==> config.mk <==
export PLATFORM = sky130hd
export DESIGN_NAME = scr1_axi_single_mst
export DESIGN_NICKNAME = d
export VERILOG_FILES = /design/src/rtl/scr1_axi_single_mst.sv
export SDC_FILE = /design/constraint.sdc
export NUM_CORES = 1
export LEC_CHECK = 0
export ABC_AREA = 0
export BUFFER_PORTS_ARGS = -buffer_cell sky130_fd_sc_hd__buf_2
export CAP_MARGIN = 20
export CORE_MARGIN = 4
export CORE_UTILIZATION = 25
export CTS_CLUSTER_SIZE = 16
export DETAILED_ROUTE_END_ITERATION = 10
export SLEW_MARGIN = 20
export SYNTH_ARGS = -nofsm -noshare
export SYNTH_HDL_FRONTEND = slang
export SYNTH_SLANG_ARGS = --single-unit
==> constraint.sdc <==
create_clock -name clk -period 4.7 [get_ports clk]
set_input_delay 0.235 -clock clk [delete_from_list [all_inputs] [get_ports clk]]
set_output_delay 0.235 -clock clk [all_outputs]
set_load 0.1 [all_outputs]
==> src/rtl/scr1_axi_single_mst.sv <==
// Single-outstanding AXI4 initiator: one simple request becomes one single-beat AXI transaction.
// Define SCR1_AXI_MST_ID_CHECK_EN to flag rid/bid values that differ from the issued ID.
module scr1_axi_single_mst #(
    parameter int W_ID   = 4,
    parameter int W_ADR  = 32,
    parameter int W_DATA = 32
) (
    input  logic              clk,
    input  logic              rst,
    input  logic              req_valid,
    output logic              req_ready,
    input  logic              req_write,
    input  logic [1:0]        req_size,
    input  logic [W_ADR-1:0]  req_addr,
    input  logic [W_DATA-1:0] req_wdata,
    output logic              rsp_valid,
    input  logic              rsp_ready,
    output logic [W_DATA-1:0] rsp_rdata,
    output logic              rsp_err,
    output logic              awvalid,
    input  logic              awready,
    output logic [W_ID-1:0]   awid,
    output logic [W_ADR-1:0]  awaddr,
    output logic [2:0]        awsize,
    output logic [7:0]        awlen,
    output logic              wvalid,
    input  logic              wready,
    output logic [W_DATA-1:0] wdata,
    output logic [3:0]        wstrb,
    output logic              wlast,
    input  logic              bvalid,
    output logic              bready,
    input  logic [W_ID-1:0]   bid,
    input  logic [1:0]        bresp,
    output logic              arvalid,
    input  logic              arready,
    output logic [W_ID-1:0]   arid,
    output logic [W_ADR-1:0]  araddr,
    output logic [2:0]        arsize,
    output logic [7:0]        arlen,
    output logic [1:0]        arburst,
    input  logic              rvalid,
    output logic              rready,
    input  logic [W_ID-1:0]   rid,
    input  logic [W_DATA-1:0] rdata,
    input  logic [1:0]        rresp,
    input  logic              rlast
);

    typedef enum logic [2:0] {
        IDLE, RD_ADDR, RD_DATA, WR_REQ, WR_RESP, RSP
    } state_t;

    state_t            state;
    logic [W_ID-1:0]   txn_id;
    logic [W_ID-1:0]   cur_id;
    logic [1:0]        size_q;
    logic [W_ADR-1:0]  addr_q;

    logic              bad_req;
    logic [3:0]        strb_base;
    logic [W_DATA-1:0] rd_mask;
    logic [W_DATA-1:0] rd_shift;
    logic              rid_err;
    logic              bid_err;

    assign awid    = txn_id;
    assign arid    = txn_id;
    assign awaddr  = addr_q;
    assign araddr  = addr_q;
    assign awsize  = {1'b0, size_q};
    assign arsize  = {1'b0, size_q};
    assign awlen   = 8'd0;
    assign arlen   = 8'd0;
    assign wlast   = 1'b1;
    assign arburst = 2'b01;

`ifdef SCR1_AXI_MST_ID_CHECK_EN
    assign rid_err = (rid != cur_id);
    assign bid_err = (bid != cur_id);
`else
    logic unused_id;
    assign unused_id = ^{rid, bid, cur_id};
    assign rid_err   = 1'b0;
    assign bid_err   = 1'b0;
`endif

    always_comb begin
        bad_req   = 1'b0;
        strb_base = 4'hF;
        unique case (req_size)
            2'd0: strb_base = 4'h1;
            2'd1: begin
                strb_base = 4'h3;
                bad_req   = req_addr[0];
            end
            2'd2: bad_req = |req_addr[1:0];
            default: bad_req = 1'b1;
        endcase
    end

    // Read data arrives lane-aligned; move it down to bit 0 and trim to size.
    always_comb begin
        rd_shift = rdata >> {addr_q[1:0], 3'b000};
        rd_mask  = '1;
        unique case (size_q)
            2'd0: rd_mask = W_DATA'(32'h0000_00FF);
            2'd1: rd_mask = W_DATA'(32'h0000_FFFF);
            default: rd_mask = '1;
        endcase
    end

    always_ff @(posedge clk) begin
        if (rst) begin
            state     <= IDLE;
            txn_id    <= '0;
            cur_id    <= '0;
            size_q    <= '0;
            addr_q    <= '0;
            req_ready <= 1'b0;
            rsp_valid <= 1'b0;
            rsp_rdata <= '0;
            rsp_err   <= 1'b0;
            awvalid   <= 1'b0;
            wvalid    <= 1'b0;
            wdata     <= '0;
            wstrb     <= '0;
            bready    <= 1'b0;
            arvalid   <= 1'b0;
            rready    <= 1'b0;
        end else begin
            unique case (state)
                IDLE: begin
                    if (req_valid && req_ready) begin
                        req_ready <= 1'b0;
                        size_q    <= req_size;
                        addr_q    <= req_addr;
                        cur_id    <= txn_id;
                        wdata     <= req_wdata << {req_addr[1:0], 3'b000};
                        wstrb     <= strb_base << req_addr[1:0];
                        if (bad_req) begin
                            state     <= RSP;
                            rsp_valid <= 1'b1;
                            rsp_err   <= 1'b1;
                            rsp_rdata <= '0;
                        end else if (req_write) begin
                            state   <= WR_REQ;
                            awvalid <= 1'b1;
                            wvalid  <= 1'b1;
                        end else begin
                            state   <= RD_ADDR;
                            arvalid <= 1'b1;
                        end
                    end else begin
                        req_ready <= 1'b1;
                    end
                end
                RD_ADDR: begin
                    if (arready) begin
                        arvalid <= 1'b0;
                        rready  <= 1'b1;
                        txn_id  <= txn_id + 1'b1;
                        state   <= RD_DATA;
                    end
                end
                RD_DATA: begin
                    if (rvalid) begin
                        rready    <= 1'b0;
                        rsp_valid <= 1'b1;
                        state     <= RSP;
                        if ((rresp != 2'b00) || !rlast || rid_err) begin
                            rsp_err   <= 1'b1;
                            rsp_rdata <= '0;
                        end else begin
                            rsp_err   <= 1'b0;
                            rsp_rdata <= rd_shift & rd_mask;
                        end
                    end
                end
                WR_REQ: begin
                    if (awvalid && awready) begin
                        awvalid <= 1'b0;
                        txn_id  <= txn_id + 1'b1;
                    end
                    if (wvalid && wready) begin
                        wvalid <= 1'b0;
                    end
                    // AW and W complete independently; leave once both are done.
                    if ((!awvalid || awready) && (!wvalid || wready)) begin
                        bready <= 1'b1;
                        state  <= WR_RESP;
                    end
                end
                WR_RESP: begin
                    if (bvalid) begin
                        bready    <= 1'b0;
                        rsp_valid <= 1'b1;
                        rsp_rdata <= '0;
                        rsp_err   <= (bresp != 2'b00) || bid_err;
                        state     <= RSP;
                    end
                end
                RSP: begin
                    if (rsp_ready) begin
                        rsp_valid <= 1'b0;
                        rsp_err   <= 1'b0;
                        rsp_rdata <= '0;
                        req_ready <= 1'b1;
                        state     <= IDLE;
                    end
                end
                default: state <= IDLE;
            endcase
        end
    end

endmodule

==> impl_metrics.py, run 1 <==
metrics = {
    "routing": {
        "wl_met3_um": 1430,
        "post_drt_via_cell_ratio": 4.66,
        "dr.pass1.iters": 4,
        "wl_met1_um": 8200,
        "wl_um": 19100,
        "top_layer_used": "met4",
        "remaining_drc_errors": 0,
        "detail-route-antenna-nets": 0,
        "wl_met2_um": 9140,
        "initialDrtViolationCount": 279,
        "dr_total_vias": 5382,
        "wl_per_cell_um": 16.5,
    },
    "yosys": {
        "synth_area_mm2": 0.00578,
        "syn_inst": 655,
        "synthFlopType": "dfxtp_1",
        "synth_cell_type_count": 62,
        "yosys_warnings": 0,
        "seq_area_frac_synth": 0.405,
        "synth_seq_cells": 117,
        "syn_area_per_cell_um2": 8.82,
        "postSynth.asyncResetShare": 0,
        "synth-edff-count": 0,
    },
    "clocking": {
        "cts_tree": "built",
        "numCtsBuffers": 17,
        "clk_pin_slew_ns": 0.06,
        "postCtsHoldBufs": 0,
        "clock_latency_ns": 0.42,
        "clock_sinks": 117,
        "clock-root-buffer": "clkbuf_16",
        "clock_path_buffers": 2,
        "htreeDepth": 4,
        "cts_resized": 0,
        "cts_setup_buffers": 0,
    },
    "final_layout": {
        "final_nets": 978,
        "synthToLayoutAreaGrowth_pct": 29.8,
        "fillers": 2406,
        "final_cell_count_no_fill": 1155,
        "finish.instance_area_mm2": 0.00750,
        "drive_above_1_share": 0.425,
    },
    "floorplanning": {
        "start_util": 0.254,
        "num_io_pins": 294,
        "dieArea_mm2": 0.0256,
        "rows": 55,
        "die_w_um": 160,
        "coreArea_mm2": 0.0227,
        "fp.dieH_um": 160,
    },
    "critical_path": {
        "max_stage_delay_ns": 0.61,
        "critPathKind": "reg2reg",
        "critPathLaunchType": "flip-flop",
        "critPathBufInv": 2,
        "slowest_stage": "dfxtp_1",
        "end_kind": "flip-flop",
        "arrival_ns": 2.58,
        "worstPathRequired_ns": 4.94,
        "cp_max_fo": 55,
        "cp_cell_sequence": "inv_1, nand4_4, buf_4, nor2_1, a22oi_1, o22ai_1",
        "cpLargestDelayFamily": "buffers and inverters",
    },
    "sta": {
        "finalSetupViolCount": 0,
        "rsz0062_at_grt": "false",
        "maxSlewViolCount": 0,
        "fmax_ghz": 0.426,
        "max_slew_margin": 0.339,
        "fin_skew_ns": 0.0166,
        "fin_setup_tns_ns": 0,
        "hold_violations": 0,
        "tightest_slew_ns": 0.991,
        "min_period_over_period": 0.499,
        "min_period_ns": 2.35,
    },
    "grt": {
        "grt_overflow_total": 0,
        "grt_pass1_wl_um": 29100,
        "grt_pass1_vias": 5083,
        "grt_antenna_before_repair": 1,
        "grt_use_total": 0.143,
        "grt_start_max_net_pins": 87,
    },
    "pwr": {
        "leakagePower_nw": 3.50,
        "power.density_mw_per_mm2": 601,
        "power_mw": 4.51,
        "vdd_drop_max_mv": 0.272,
    },
    "job": {
        "maxCapViolCount": 0,
    },
    "worst_hold_path": {
        "hold_path.class": "in2reg",
    },
    "placement": {
        "dpl_cell_area_mm2": 0.00691,
        "dp_hpwl_um": 13900,
        "port_buffers": 264,
        "place.gp.congestion": 0.791,
        "dp.cells": 1122,
    },
    "run_status": {
        "status": "finished, final reports clean",
    },
}
where the power goes:
group	internal, mW	switching, mW	leakage, nW
clock network	0.799	0.504	0.287
logic	0.340	1.64	2.27
registers	1.11	0.118	0.948
cells by family (layout without fill, tap and decap cells):
kind of cell,after synthesis,after routing,share of synthesized area
xor gates and xnor gates,3,3,0.00455
AOI/OAI and AO/OA,162,162,0.198
buffers and inverters,114,309,0.120
muxes,52,52,0.0947
adders and majority gates,1,1,0.00217
and+or+nand+nor,204,204,0.174
DFF,117,117,0.405
other,2,22,0.00130
cell type report:
type                            instances  area (um2)  share of cell area
Antenna cell                            1        2.50            0.000334
Clock buffer                           18         439              0.0586
Clock inverter                         14         151              0.0202
Inverter                                8        30.0             0.00400
Multi-Input combinational cell        443        2820               0.375
Sequential cell                       117        2340               0.312
Tap cell                              285         357              0.0476
Timing Repair Buffer                  269        1360               0.182
Yosys cell counts (all sizes together), types with 3 or more instances:
library cell / count / area [um2]
o21ai: 11 / 58.8
nor2: 41 / 164
a31o: 29 / 254
inv: 8 / 30.0
and3: 16 / 106
nor3: 18 / 106
clkbuf: 16 / 60.1
buf: 90 / 603
or3: 3 / 18.8
o2111ai: 8 / 70.1
a211oi: 12 / 95.1
nand2: 104 / 390
o211ai: 6 / 50.1
nor4: 6 / 82.6
mux2: 21 / 236
nor2b: 3 / 18.8
dfxtp: 117 / 2340
mux2i: 31 / 310
nand3: 3 / 15.0
a22o: 12 / 105
a21oi: 66 / 338
a22oi: 4 / 30.0
nand2b: 3 / 18.8
sequential cells by signal, summed over array words and instances (netlist names):
signal / count
arvalid: 1
rsp_rdata: 32
bready: 1
wvalid: 1
rsp_valid: 1
rready: 1
rsp_err: 1
req_ready: 1
araddr: 32
awvalid: 1
size_q: 2
wstrb: 4
state: 3
wdata: 32
arid: 4
routing by layer:
metal / vias to the layer above / track usage
met4: 0 / 0.0454
met5: - / 0
li1: 2639 / -
met1: 2528 / 0.171
met3: 24 / 0.0508
met2: 191 / 0.240
worst paths after layout:
kind,slack (ns),startpoint,end,cells after the start
setup / recovery,2.35,state[0],wdata[24],6
hold / removal,0.06,req_wdata[7],wdata[7],2
setup reg to reg,2.35,state[0],wdata[24],6
hold reg to reg,0.44,wstrb[1],wstrb[1],2
layout by cell type, fill, tap and decap left out, drive strengths merged, types with 3 or more instances in the layout:
cell type and n:
o2111ai 8, nor3 18, a22oi 4, nor2 41, inv 11, a22o 12
clkinv 7, buf 269, and3 16, or3 3, conb 21, dfxtp 117
nor2b 3, nand2b 3, clkbuf 18, a31o 29, mux2i 31, a211oi 12
o21ai 11, a21oi 66, mux2 21, nand2 104, nand3 3, o211ai 6
nor4 6
metrics by stage:
step / hold WS, ns / worst slack [ns] / utilization
finish: 0.0612 / 2.35 / 0.330
global route: 0.0389 / 2.09 / 0.330
CTS: 0.0304 / 2.30 / 0.330
detailed placement: 0.438 / 2.32 / 0.304
global placement: 0.431 / 2.23 / 0.304
floorplan: 0.355 / 2.35 / -
(Power assumes the default switching activity.)
==> inputs of run 2 (changes only) <==
- ABC_AREA: 0 -> 1
- clock period: 4.7 -> 2.1 ns (I/O delays scaled with it)
==> impl_metrics.py, run 2 <==
metrics = {
    "critical_path": {
        "arrival_ns": 2.06,
        "end_kind": "flip-flop",
        "cp_max_fo": 43,
        "worstPathRequired_ns": 2.40,
        "critPathLaunchType": "flip-flop",
        "critPathKind": "reg2reg",
    },
    "pwr": {
        "p_comb_frac": 0.555,
        "clockPowerShare": 0.219,
        "power_mw": 13.7,
        "p_sw_frac": 0.570,
        "seqPwrFrac": 0.226,
        "vdd_drop_max_mv": 0.916,
        "p_int_mw": 5.88,
        "p_switching_mw": 7.80,
        "power.density_mw_per_mm2": 1630,
        "leakagePower_nw": 4.13,
    },
    "floorplanning": {
        "rows": 56,
        "die_w_um": 163,
        "fp.dieH_um": 163,
        "dieArea_mm2": 0.0266,
        "num_io_pins": 294,
        "start_util": 0.256,
        "coreArea_mm2": 0.0235,
    },
    "yosys": {
        "yosysTopAreaCellShare": 0.389,
        "synth.area.top_cells": "dfxtp_1, nand2_1, buf_4",
        "synth_area_mm2": 0.00602,
        "syn_inst": 903,
        "postSynth.asyncResetShare": 0,
        "synth_seq_cells": 117,
        "synthTopCellsByCount": "nand2_1, dfxtp_1, nor2_1",
        "yosys_warnings": 0,
        "synth_cell_type_count": 35,
        "synthFlopType": "dfxtp_1",
        "seq_area_frac_synth": 0.389,
        "yosysMostFrequentCell": "nand2_1",
        "synth-edff-count": 0,
        "yosysTopAreaCell": "dfxtp_1",
        "syn_area_per_cell_um2": 6.66,
    },
    "final_layout": {
        "drive_above_1_share": 0.287,
        "final_nets": 1278,
        "final_cell_mix": "buf_2, nand2_1, dfxtp_1",
        "seq_area_mm2": 0.00234,
        "layout_commonest_cell": "buf_2",
        "fillers": 2576,
        "synthToLayoutAreaGrowth_pct": 39.4,
        "final_cell_count_no_fill": 1488,
        "multiInputGateArea_mm2": 0.00286,
        "n_antenna_cell": 0,
    },
    "sta": {
        "max_slew_margin": 0.547,
        "maxSlewViolCount": 0,
        "min_period_ns": 1.76,
        "min_period_over_period": 0.837,
        "rsz0062_at_grt": "false",
        "fmax_ghz": 0.569,
        "tightest_slew_ns": 0.679,
        "whs_ns": 0.0175,
        "finalSetupViolCount": 0,
        "fin_setup_tns_ns": 0,
        "hold_violations": 0,
        "fin_skew_ns": 0.0223,
    },
    "clocking": {
        "cts_setup_buffers": 0,
        "clock-root-buffer": "clkbuf_16",
        "numCtsBuffers": 17,
        "htreeDepth": 4,
        "clock_latency_ns": 0.42,
        "cts_tree": "built",
        "cts_resized": 0,
        "clock_sinks": 117,
        "clk_pin_slew_ns": 0.07,
        "clock_path_buffers": 2,
    },
    "job": {
        "maxCapViolCount": 0,
    },
    "routing": {
        "wl_um": 21800,
        "detail-route-antenna-nets": 0,
        "wl_per_cell_um": 14.7,
        "initialDrtViolationCount": 452,
        "remaining_drc_errors": 0,
        "dr_total_vias": 6639,
        "post_drt_via_cell_ratio": 4.46,
        "dr.pass1.iters": 5,
    },
    "placement": {
        "dp_hpwl_um": 15800,
        "dp.cells": 1410,
        "port_buffers": 264,
        "place.gp.congestion": 0.866,
    },
    "worst_hold_path": {
        "hold_path.class": "in2reg",
    },
    "grt": {
        "grt_pass1_wl_um": 33400,
        "grt_start_max_net_pins": 52,
        "grt_antenna_before_repair": 1,
        "grt_overflow_total": 0,
        "grt_use_total": 0.158,
        "grt_pass1_vias": 6192,
    },
    "run_status": {
        "status": "finished, final reports clean",
    },
}
-- run 2: cell count changes in the layout (fill, tap and decap cells not counted), sizes merged, moves of 29 or more --
cell and delta:
nor2 +70, mux2i -31, o21ai +70, a31o -29
nand3 +65, inv +49, nand2 +145, dlygate4sd3 +46
-- run 2: repair_timing --
| item | in CTS | in global routing |
|---|---|---|
| setup endpoints to repair | 0 | 0 |
| hold endpoints to repair | 48 | 0 |
| hold buffers | 46 | 0 |
-- run 2: cell type report --
cell class                      count  share of cell area
Multi-Input combinational cell    639               0.341
Clock inverter                     15              0.0200
Clock buffer                       17              0.0507
Timing Repair Buffer              328               0.238
Tap cell                          319              0.0476
Inverter                           53              0.0237
Sequential cell                   117               0.279
-- run 2: final timing paths --
path                       from            end  slack, ns  depth (start not counted)
hold / removal    req_wdata[13]      wdata[21]       0.02                          3
setup reg to reg       state[0]  rsp_rdata[11]       0.34                          8
hold reg to reg         arvalid        arvalid       0.45                          2
setup / recovery       state[0]  rsp_rdata[11]       0.34                          8
-- run 2: kinds of logic after synthesis --
group / after synthesis / share of synthesized area
compound gates: 179 / 0.158
xor+xnor: 1 / 0.00146
fa+ha+maj: 1 / 0.00208
buf+inv: 166 / 0.150
flops: 117 / 0.389
other cells: 2 / 0.00125
simple gates: 437 / 0.297
-- run 2: critical path, cell delays in order, from the launching register on --
cell and delay, ns:
dfxtp_1 0.58, nor2_2 0.10, nand3b_1 0.17, nand3_2 0.19, nor2_4 0.19, buf_12 0.22, nand2_1 0.08, nand2_1 0.07
nor2_1 0.04
-- run 2: per-stage QoR --
stage / util / worst slack, ns / cell area (um2)
finish: 0.356 / 0.342 / 8390
global placement: 0.312 / 0.358 / 7330
global route: 0.356 / 0.0956 / 8390
CTS: 0.356 / 0.301 / 8390
floorplan: - / 0.0216 / 6090
detailed placement: 0.312 / 0.330 / 7330
-- run 2: layer usage --
layer	GRT usage	wire, um	vias up
met4	0.0496	335	2
met2	0.252	9850	298
met5	0	13	-
li1	-	-	3343
met3	0.0442	1840	22
met1	0.208	9760	2974
-- run 2: power by group through the flow --
| stage | Clock, mW | Sequential (mW) | Combinational (mW) |
|---|---|---|---|
| 2_1_floorplan | 0 | 6.65 | 2.92 |
| 3_3_place_gp | 0 | 3.12 | 7.54 |
| 3_5_place_dp | 0 | 3.13 | 7.56 |
| 4_1_cts | 3.07 | 3.09 | 7.64 |
| 5_1_grt | 3.15 | 3.16 | 8.05 |
| 6_report | 3.00 | 3.09 | 7.60 |
==> inputs of run 3 (changes only) <==
- clock period: 2.1 -> 1.84 ns (I/O delays scaled with it)
==> impl_metrics.py, run 3 (synthesis results as in run 2) <==
metrics = {
    "placement": {
        "dp.cells": 1422,
        "dpl_cell_area_mm2": 0.00737,
        "place.gp.congestion": 0.883,
        "post-place-ws_ns": 0.159,
        "dp_hpwl_um": 16500,
        "port_buffers": 264,
    },
    "job": {
        "maxCapViolCount": 0,
    },
    "sta": {
        "setup_ws_ns": 0.0866,
        "fmax_ghz": 0.570,
        "finalSetupViolCount": 0,
        "tightest_slew_ns": 0.660,
        "whs_ns": 0.0158,
        "rsz0062_at_grt": "false",
        "min_period_over_period": 0.953,
        "min_period_ns": 1.75,
        "maxSlewViolCount": 0,
        "hold_violations": 0,
        "max_slew_margin": 0.560,
        "fin_skew_ns": 0.0144,
        "fin_setup_tns_ns": 0,
    },
    "critical_path": {
        "critPathKind": "reg2out",
        "worstPathRequired_ns": 1.75,
        "critPathLaunchType": "flip-flop",
        "r2r_cells": 8,
        "endpoint": "araddr[0]",
        "cp_max_fo": 26,
        "startpoint": "araddr[0]",
        "rr_startpoint": "state[2]",
        "arrival_ns": 1.66,
        "r2r-end": "rsp_rdata[4]",
        "worst-r2r-setup-slack_ns": 0.19,
        "end_kind": "primary output",
    },
    "routing": {
        "initialDrtViolationCount": 417,
        "detail-route-antenna-nets": 0,
        "dr_total_vias": 6611,
        "dr.pass1.iters": 5,
        "post_drt_via_cell_ratio": 4.40,
        "wl_um": 22200,
        "remaining_drc_errors": 0,
        "wl_per_cell_um": 14.8,
    },
    "pwr": {
        "clockPowerShare": 0.213,
        "power.density_mw_per_mm2": 1840,
        "p_comb_frac": 0.558,
        "p_sw_frac": 0.569,
        "vdd_drop_max_mv": 1.05,
        "seqPwrFrac": 0.228,
        "leakagePower_nw": 4.17,
        "p_int_mw": 6.69,
        "power_mw": 15.5,
        "p_switching_mw": 8.83,
    },
    "clocking": {
        "cts_setup_buffers": 0,
        "clock_sinks": 117,
        "clk_pin_slew_ns": 0.06,
        "numCtsBuffers": 17,
        "clock_path_buffers": 2,
        "clock_latency_ns": 0.42,
        "htreeDepth": 4,
        "clock-root-buffer": "clkbuf_16",
        "cts_tree": "built",
    },
    "floorplanning": {
        "start_util": 0.256,
        "coreArea_mm2": 0.0235,
        "dieArea_mm2": 0.0266,
        "rows": 56,
        "num_io_pins": 294,
        "die_w_um": 163,
        "fp.dieH_um": 163,
    },
    "grt": {
        "use_met3": 0.0507,
        "grt_use_total": 0.159,
        "busiest_layer": "met2",
        "grt_antenna_before_repair": 1,
        "met2_usage": 0.269,
        "grtUsageMet1": 0.199,
        "grt_start_max_net_pins": 58,
        "grt_overflow_total": 0,
        "grt_pass1_wl_um": 33400,
        "grt_pass1_vias": 6136,
    },
    "run_status": {
        "status": "finished, final reports clean",
    },
    "final_layout": {
        "fillers": 2569,
        "fin_util": 0.358,
        "drive_above_1_share": 0.297,
        "final_cell_mix": "buf_2, nand2_1, dfxtp_1",
        "layout_commonest_cell": "buf_2",
        "finish.instance_area_mm2": 0.00844,
        "final_cell_count_no_fill": 1501,
        "final_nets": 1291,
        "synthToLayoutAreaGrowth_pct": 40.2,
    },
    "worst_hold_path": {
        "whs_path_depth": 3,
        "hold_path.class": "in2reg",
    },
}
-- run 3: cell count changes in the layout (fill, tap and decap cells not counted), sizes merged --
cell / delta
diode: +1
inv: -5
buf: +12
dlygate4sd3: +1
clkinv: +2
clkinvlp: +2
-- run 3: power groups by stage --
| stage | registers (mW) | logic [mW] | clock network, mW |
|---|---|---|---|
| after floorplan | 7.60 | 3.33 | 0 |
| after global routing | 3.62 | 9.18 | 3.52 |
| after detailed placement | 3.59 | 8.61 | 0 |
| after global placement | 3.57 | 8.60 | 0 |
| after CTS | 3.54 | 8.70 | 3.40 |
| final | 3.54 | 8.67 | 3.31 |
-- run 3: final cells by class --
cell class                 instances  area (um2)  share of cell area
sequential                       117        2350               0.278
inverter                          53         199              0.0236
tap                              319         399              0.0473
clock buffer                      17         425              0.0504
timing repair buffer             341        2040               0.242
antenna                            1        2.50            0.000297
clock inverter                    14         156              0.0185
multi-input combinational        639        2860               0.339
-- run 3: how the worst min path moves through the flow --
stage	slack, ns	endpoint	start
global route	0.03	req_ready	rsp_ready
detailed placement	0.35	araddr[27]	req_addr[27]
global placement	0.34	araddr[4]	req_addr[4]
finish	0.02	req_ready	rsp_ready
CTS	0.002	req_ready	rsp_ready
floorplan	0.24	araddr[2]	req_addr[2]
-- run 3: critical path: stages, from the launching register on --
cell and delay (ns):
dfxtp_2 0.62, buf_12 0.19, buf_2 0.43
-- run 3: layer usage --
layer,part of all wire,up-vias
met5,0.00059,-
met4,0.0087,2
met3,0.081,16
met2,0.47,258
met1,0.44,2969
li1,-,3366
-- run 3: what timing repair did --
action,in CTS,in global routing
resized for setup,0,2
hold buffers,47,0
setup endpoints to repair,0,11
endpoints found under the hold margin,48,0
